File: config.mk
export PLATFORM = sky130hd
export DESIGN_NAME = wb_grf
export DESIGN_NICKNAME = d
export VERILOG_FILES = /design/src/rtl/wb_grf.sv
export SDC_FILE = /design/constraint.sdc
export NUM_CORES = 2
export LEC_CHECK = 0
export BUFFER_PORTS_ARGS = -buffer_cell sky130_fd_sc_hd__buf_4
export CORE_MARGIN = 1.5
export CORE_UTILIZATION = 56
export CTS_CLUSTER_SIZE = 40
export DETAILED_ROUTE_END_ITERATION = 16
export PLACE_DENSITY = 0.73
export SKIP_CTS_REPAIR_TIMING = 1
export SLEW_MARGIN = 40
export SYNTH_ARGS = -nofsm -noshare
export SYNTH_HDL_FRONTEND = slang
export SYNTH_SLANG_ARGS = --single-unit
export TNS_END_PERCENT = 10
File: constraint.sdc
create_clock -name clk -period 30.5 [get_ports clk]
set_input_delay 1.525 -clock clk [delete_from_list [all_inputs] [get_ports clk]]
set_output_delay 1.525 -clock clk [all_outputs]
set_load 0.01 [all_outputs]
File: src/rtl/wb_grf.sv
// Write-back stage and 32x32 general register file with write-through read ports and retire counter.
// Define GRF_TRACE_EN to print one line for every committed register write.
module wb_grf #(
    parameter int LINK_OFFSET = 8,
    parameter int CNT_W       = 32
) (
    input  logic             clk,
    input  logic             reset,
    input  logic [31:0]      wb_pc,
    input  logic [31:0]      wb_instr,
    input  logic [31:0]      wb_alu,
    input  logic [31:0]      wb_hilo,
    input  logic [31:0]      wb_dm,
    input  logic [31:0]      wb_shift,
    input  logic [4:0]       rs_addr,
    input  logic [4:0]       rt_addr,
    output logic [31:0]      rs_data,
    output logic [31:0]      rt_data,
    output logic             wb_we,
    output logic [4:0]       wb_waddr,
    output logic [31:0]      wb_wdata,
    output logic [CNT_W-1:0] retire_cnt
);

    localparam logic [5:0] OP_RTYPE = 6'b000000;
    localparam logic [5:0] OP_JAL   = 6'b000011;
    localparam logic [5:0] OP_ADDIU = 6'b001001;
    localparam logic [5:0] OP_SLTI  = 6'b001010;
    localparam logic [5:0] OP_ANDI  = 6'b001100;
    localparam logic [5:0] OP_ORI   = 6'b001101;
    localparam logic [5:0] OP_LUI   = 6'b001111;
    localparam logic [5:0] OP_LB    = 6'b100000;
    localparam logic [5:0] OP_LH    = 6'b100001;
    localparam logic [5:0] OP_LW    = 6'b100011;
    localparam logic [5:0] OP_LBU   = 6'b100100;
    localparam logic [5:0] OP_LHU   = 6'b100101;

    localparam logic [5:0] FN_SLL  = 6'b000000;
    localparam logic [5:0] FN_SRL  = 6'b000010;
    localparam logic [5:0] FN_SRA  = 6'b000011;
    localparam logic [5:0] FN_JALR = 6'b001001;
    localparam logic [5:0] FN_MFHI = 6'b010000;
    localparam logic [5:0] FN_MFLO = 6'b010010;
    localparam logic [5:0] FN_ADDU = 6'b100001;
    localparam logic [5:0] FN_SUBU = 6'b100011;
    localparam logic [5:0] FN_AND  = 6'b100100;
    localparam logic [5:0] FN_OR   = 6'b100101;
    localparam logic [5:0] FN_SLT  = 6'b101010;
    localparam logic [5:0] FN_SLTU = 6'b101011;

    logic [5:0]  op;
    logic [5:0]  funct;
    logic [4:0]  rt;
    logic [4:0]  rd;
    logic [31:0] link;
    logic [7:0]  byte_sel;
    logic [15:0] half_sel;
    logic        dec_we;
    logic [4:0]  dec_waddr;
    logic [31:0] dec_wdata;
    logic        wr_en;

    logic [31:0]      grf_q [32];
    logic [CNT_W-1:0] cnt_q;
    logic [CNT_W-1:0] cnt_d;

    assign op       = wb_instr[31:26];
    assign funct    = wb_instr[5:0];
    assign rt       = wb_instr[20:16];
    assign rd       = wb_instr[15:11];
    assign link     = wb_pc + 32'(LINK_OFFSET);
    assign half_sel = wb_alu[1] ? wb_dm[31:16] : wb_dm[15:0];

    always_comb begin
        byte_sel = wb_dm[7:0];
        case (wb_alu[1:0])
            2'd1:    byte_sel = wb_dm[15:8];
            2'd2:    byte_sel = wb_dm[23:16];
            2'd3:    byte_sel = wb_dm[31:24];
            default: byte_sel = wb_dm[7:0];
        endcase
    end

    always_comb begin
        dec_we    = 1'b0;
        dec_waddr = 5'd0;
        dec_wdata = 32'd0;
        case (op)
            OP_RTYPE: begin
                dec_waddr = rd;
                case (funct)
                    FN_ADDU, FN_SUBU, FN_AND, FN_OR, FN_SLT, FN_SLTU: begin
                        dec_we    = 1'b1;
                        dec_wdata = wb_alu;
                    end
                    FN_SLL, FN_SRL, FN_SRA: begin
                        dec_we    = 1'b1;
                        dec_wdata = wb_shift;
                    end
                    FN_MFHI, FN_MFLO: begin
                        dec_we    = 1'b1;
                        dec_wdata = wb_hilo;
                    end
                    FN_JALR: begin
                        dec_we    = 1'b1;
                        dec_wdata = link;
                    end
                    default: dec_we = 1'b0;
                endcase
            end
            OP_ADDIU, OP_SLTI, OP_ANDI, OP_ORI, OP_LUI: begin
                dec_we    = 1'b1;
                dec_waddr = rt;
                dec_wdata = wb_alu;
            end
            OP_LW: begin
                dec_we    = 1'b1;
                dec_waddr = rt;
                dec_wdata = wb_dm;
            end
            OP_LB, OP_LBU: begin
                dec_we    = 1'b1;
                dec_waddr = rt;
                dec_wdata = {{24{byte_sel[7] & (op == OP_LB)}}, byte_sel};
            end
            OP_LH, OP_LHU: begin
                dec_we    = 1'b1;
                dec_waddr = rt;
                dec_wdata = {{16{half_sel[15] & (op == OP_LH)}}, half_sel};
            end
            OP_JAL: begin
                dec_we    = 1'b1;
                dec_waddr = 5'd31;
                dec_wdata = link;
            end
            default: dec_we = 1'b0;
        endcase
    end

    // A zero instruction word decodes as sll $0 but is a bubble; $0 is never a real target.
    assign wr_en    = dec_we && (wb_instr != 32'd0) && (dec_waddr != 5'd0);
    assign wb_we    = wr_en;
    assign wb_waddr = wr_en ? dec_waddr : 5'd0;
    assign wb_wdata = wr_en ? dec_wdata : 32'd0;

    always_ff @(posedge clk or posedge reset) begin
        if (reset) begin
            for (int i = 0; i < 32; i++) begin
                grf_q[i] <= 32'd0;
            end
        end else if (wr_en) begin
            grf_q[dec_waddr] <= dec_wdata;
`ifdef GRF_TRACE_EN
            $display("@%08h: $%02d <= %08h", wb_pc, dec_waddr, dec_wdata);
`endif
        end
    end

    assign cnt_d = (wb_instr != 32'd0) ? cnt_q + CNT_W'(1) : cnt_q;

    always_ff @(posedge clk or posedge reset) begin
        if (reset) begin
            cnt_q <= '0;
        end else begin
            cnt_q <= cnt_d;
        end
    end

    assign retire_cnt = cnt_q;

    // Reads go to zero as soon as reset rises, so a coincident write is not bypassed either.
    assign rs_data = (reset || rs_addr == 5'd0) ? 32'd0 :
                     (wr_en && rs_addr == dec_waddr) ? dec_wdata : grf_q[rs_addr];
    assign rt_data = (reset || rt_addr == 5'd0) ? 32'd0 :
                     (wr_en && rt_addr == dec_waddr) ? dec_wdata : grf_q[rt_addr];

endmodule

# Word level (Yosys, flattened, before mapping)
# Cells that the tools add are included.
[word_totals] regBits=1056 latchBits=0 mem_bits_rw=0 rom_bits=0 memories=0
[op_classes] add_sub_neg=2 multipliers=0 n_div=0 magnitude_cmp=4 eq_ne=27 n_shift=0 n_mux=22 bitwise=5 n_reduce_logical=22
[op_table] op="1024-bit bitwise mux" n=1
[op_table] op="32-bit binary-select mux with 5-bit select" n=2
[op_table] op="32-bit two-way mux" n=10
[op_table] op="32-bit one-hot mux with 6 select lines" n=1
[op_table] op="32-bit demux with 5-bit select" n=1
[op_table] op="32-bit one-hot mux with 4 select lines" n=1
[op_table] op="6-bit == test, second input constant" n=11
[op_table] op="6-bit by 4-bit == test with 1-bit output, second input constant" n=6
[op_table] op="32-bit by 1-bit adder with 32-bit output, second input constant" n=1
[op_table] op="32-bit by 4-bit adder with 32-bit output, second input constant" n=1
[op_table] op="32-bit nonzero test" n=1
[op_table] op="8-bit one-hot mux with 3 select lines" n=1
[op_table] op="6-bit by 2-bit == test with 1-bit output, second input constant" n=3
[op_table] op="6-bit >= comparator, second input constant" n=3
[op_table] op="5-bit inverter with 6-bit output" n=3
[op_table] op="16-bit two-way mux" n=1
[op_table] op="5-bit one-hot mux with 3 select lines" n=1
[op_table] op="6-bit by 5-bit == test with 1-bit output, second input constant" n=2
[op_table] op="6-bit zero test" n=2
[op_table] op="12-bit OR reduction" n=1
[op_table] op="11-bit OR reduction" n=1
[op_table] op="5-bit == test" n=2
[op_table] op="5-bit zero test" n=2
[op_table] op="10-bit OR reduction" n=1
[op_table] op="other kinds (14)" n=23

# Longest topological paths before layout
[logic_depth] depth_word=9 mapped_depth=13

# Least setup slack after synthesis
# Ideal clock, no wire load.
[synth_timing] path_kind="input port to output port" from="input reset" to="output rs_data[13]" t_arrival_ns=28.824 t_required_ns=28.975 slack_ns=0.151 cell_stages=3 n_path_buf=0 cell_sequence="inv_1 o21ai_1 o31ai_1"
[synth_between] elab_chain_len=2
[synth_lines] item="start: declaration" line="8" source="input logic reset,"
[synth_lines] item="1-bit logical OR" line="172" source="assign rs_data = (reset || rs_addr == 5'd0) ? 32'd0 :"
[synth_lines] item="32-bit two-way mux" line="172"
[synth_lines] item="end: declaration" line="17" source="output logic [31:0] rs_data,"
# Every way passes these cells.

# Worst setup path after layout
[layout_timing] from="input wb_instr[0]" to="output rs_data[18]"
[layout_between] elab_chain_len=9 word_cells_on_any_way=26 classes_between="11 x eq/ne; 6 x mux; 9 x reduce/logical"
[layout_lines] item="start: declaration" line="10" source="input logic [31:0] wb_instr,"
[layout_lines] item="6-bit by 4-bit == test with 1-bit output (tied with other cells)" line="91" source="case (funct)"
[layout_lines] item="12-bit OR reduction (no source line)"
[layout_lines] item="1-bit two-way mux" line="91"
[layout_lines] item="1-bit one-hot mux with 2 select lines" line="88" source="case (op)"
[layout_lines] item="1-bit logical AND (2 in a row)" line="141" source="assign wr_en = dec_we && (wb_instr != 32'd0) && (dec_waddr != 5'd0);"
[layout_lines] item="1-bit logical AND" line="173" source="(wr_en && rs_addr == dec_waddr) ? dec_wdata : grf_q[rs_addr];"
[layout_lines] item="32-bit two-way mux (*)" line="173"
[layout_lines] item="32-bit two-way mux (*)" line="172"
# Mark *: on every way between the ends. The rest lies on a longest branch, timed or not.

==> flow_metrics.tcl <==
set metrics [dict create \
    crit_required_ps 28980 \
    whs_ps 395 \
    nNetsFinal 4696 \
    synthFlopType "dfrtp_1" \
    clock_sinks 1056 \
    status "completed" \
    dr_total_vias 43300 \
    leakagePower_nw 29.3 \
    row_count 118 \
    drv_cap 0 \
    ys_types 72 \
    ys_seq_area_share_pct 45.1 \
    grt_pass1_wl_um 306000 \
    drc 0 \
    finalPower_mw 3.30 \
    synthXorXnorAreaFrac_pct 0.837 \
    fin_crit_ps 7550 \
    power_density_nw_per_um2 49.8 \
    drive_gt1_share_pct 38.9 \
    finish.instance_area_sq_um 66300 \
    synthSimpleGateAreaFrac_pct 5.94 \
    crit_start "wb_instr[0]" \
    viasPerCell 7.25 \
    ff2ff_setup_slack_ps 28530 \
    dp_hpwl_um 129000 \
    fin_crit_sh_pct 24.8 \
    hold_viol_final 0 \
    die_height_um 326 \
    hp-class "flop to flop" \
    grt_start_max_net_pins 156 \
    clkTransAtPathRegs_ps 60 \
    postRouteAntennaNets 0 \
    synth_adder_area_share_pct 0.0427 \
    initial_core_util_pct 56.5 \
    grt_pass1_vias 43700 \
    clock.fmax_mhz 132 \
    synth.cell_area_sq_um 58600 \
    yosys_warnings 0 \
    portBuffers 337 \
    startpoint_type "input port" \
    overflow 0 \
    syn-num-nets 4613 \
    dr.pass1.iters 8 \
    async_flop_share_pct 100 \
    htree_num_levels 3 \
    rsz0062_at_grt "false" \
    postLayoutCoreUtil_pct 63.9 \
    area_growth_syn_to_layout_pct 13.1 \
    end_kind "output port" \
    die-area_sq_um 107000 \
    worst_slew_pin_slew_ps 958 \
    clockRootBuffer "clkbuf_16" \
    setup_viol 0 \
    io_pins 338 \
    ys_ff_latch 1056 \
    synthMuxAreaShare_pct 37.1 \
    endpoint "rs_data[18]" \
    relSlewSlack_pct 36.1 \
    slew_viol_final 0 \
    synth_top_family_by_area "multiplexers" \
    syn_avg_cell_area_sq_um 13.3 \
    ir_drop_mv 0.0638 \
    synth-edff-count 0 \
    clk_path_buf_depth 3 \
    fp.dieW_um 326 \
    rr_startpoint "retire_cnt[3]" \
    fin_skew_ps 18.3 \
    worstSkewPairLatency_ps 730 \
    fin_tns_setup_ps 0 \
    drt-wirelength-per-cell_um 35.2 \
    reg2reg_depth 7 \
    path_class "input port to output port" \
    antenna_found_initial 6 \
    cts_made_buffers 110 \
    syn_inst 4407 \
    gp_congestion 0.988 \
    routed_wl_um 210000 \
    placed_cell_area_sq_um 62300 \
    cts_tree "built" \
    r2r-end "retire_cnt[30]" \
    grt_use_total_pct 39.9 \
    core_sq_um 104000 \
    synth_compound_area_share_pct 7.63 \
    crit_fanout 41 \
    crit_arrival_ps 6030 \
    drt_iter0_markers 5578 \
]
==> flip-flops by register name, indices dropped and copies added, names as in the netlist <==
register,cells
retire_cnt,32
grf_q,1024
==> worst min-delay path by stage <==
stage | start | to | slack, ps | cells past startpoint
after floorplan | grf_q[1000] | grf_q[1000] | 440 | 1
after global placement | grf_q[1016] | grf_q[1016] | 380 | 0
after detailed placement | grf_q[1021] | grf_q[1021] | 380 | 0
after CTS | grf_q[1019] | grf_q[1019] | 400 | 0
after global routing | grf_q[1015] | grf_q[1015] | 410 | 0
final | grf_q[1016] | grf_q[1016] | 400 | 0
==> area by class of cell <==
cell class | instances | area [sq um]
inverters | 11 | 45.0
clock buffers | 153 | 3120
repair buffers | 460 | 3850
multi-input cells | 2851 | 30500
diodes | 6 | 15.0
clock inverters | 54 | 613
well taps | 1380 | 1730
flip-flops and latches | 1056 | 26400
fillers | 7727 | 37400
==> metrics by stage <==
stage / worst slack [ps] / instances
2_1_floorplan: 8350 / 4407
3_3_place_gp: 22990 / 5743
3_5_place_dp: 23020 / 5753
4_1_cts: 23000 / 5960
5_1_grt: 22660 / 5968
6_report: 22950 / 5971
==> power by group <==
part           total (mW)  leakage, nW  switching [mW]  internal (mW)
logic               0.397         12.9           0.224          0.173
registers            1.50         14.6          0.0443           1.46
clock network        1.40         1.84           0.598          0.803
==> synth_stat cells, drive strengths merged, types with 19 or more instances <==
library cell | n | area, sq um
a221oi | 22 | 211
nor2 | 197 | 739
xor2 | 22 | 193
a211oi | 62 | 465
a31oi | 60 | 375
mux4 | 641 | 14400
nand3 | 42 | 210
a222oi | 24 | 240
xnor2 | 34 | 298
and2 | 28 | 175
dfrtp | 1056 | 26400
buf | 142 | 641
nand4 | 31 | 194
clkbuf | 347 | 1300
o21ai | 305 | 1530
nand2 | 381 | 1440
mux2 | 636 | 7160
and3 | 19 | 119
a21oi | 149 | 746
==> logic make-up (layout without fill, tap and decap cells) <==
kind of cell	count (synthesis)	after routing
AO/OA/AOI/OAI	725	725
XOR/XNOR	56	56
adder cells (fa/ha/maj)	2	2
buffers and inverters	500	678
flip-flops	1056	1056
multiplexers	1290	1290
other	0	6
AND/OR/NAND/NOR	778	778
==> critical path, stage by stage <==
cell	delay, ps
buf_4	140
nor4_2	580
nand4_1	400
nor3_1	710
a221o_2	220
buf_4	660
a21oi_4	10
buf_4	300
and3_2	470
buf_4	350
a211oi_1	420
buf_4	200
==> routing by layer <==
metal	global-route usage (%)	part of all wire (%)	vias up
met2	57.2	44	2906
li1	-	-	17100
met3	12.6	13	647
met1	54.4	36	22600
met5	0	0.0062	-
met4	22.0	6.3	2
==> layout by cell type (no fill, tap or decap), types with 17 or more instances in the layout <==
master / count
and2_1: 24
a21oi_1: 145
nand3_1: 42
clkbuf_16: 110
clkbuf_8: 21
buf_4: 401
clkinv_2: 26
xor2_1: 22
nand2_1: 369
a21o_1: 18
o21ai_1: 40
mux2_2: 414
dfrtp_1: 1056
mux2_1: 222
clkbuf_1: 22
a222oi_1: 24
xnor2_1: 34
buf_6: 38
nand4_1: 31
mux4_2: 641
a31oi_1: 60
nor2_1: 194
a211oi_1: 60
and3_1: 17
a221o_1: 17
o21ai_0: 262
Note: power is estimated with default switching activity, not from simulation.
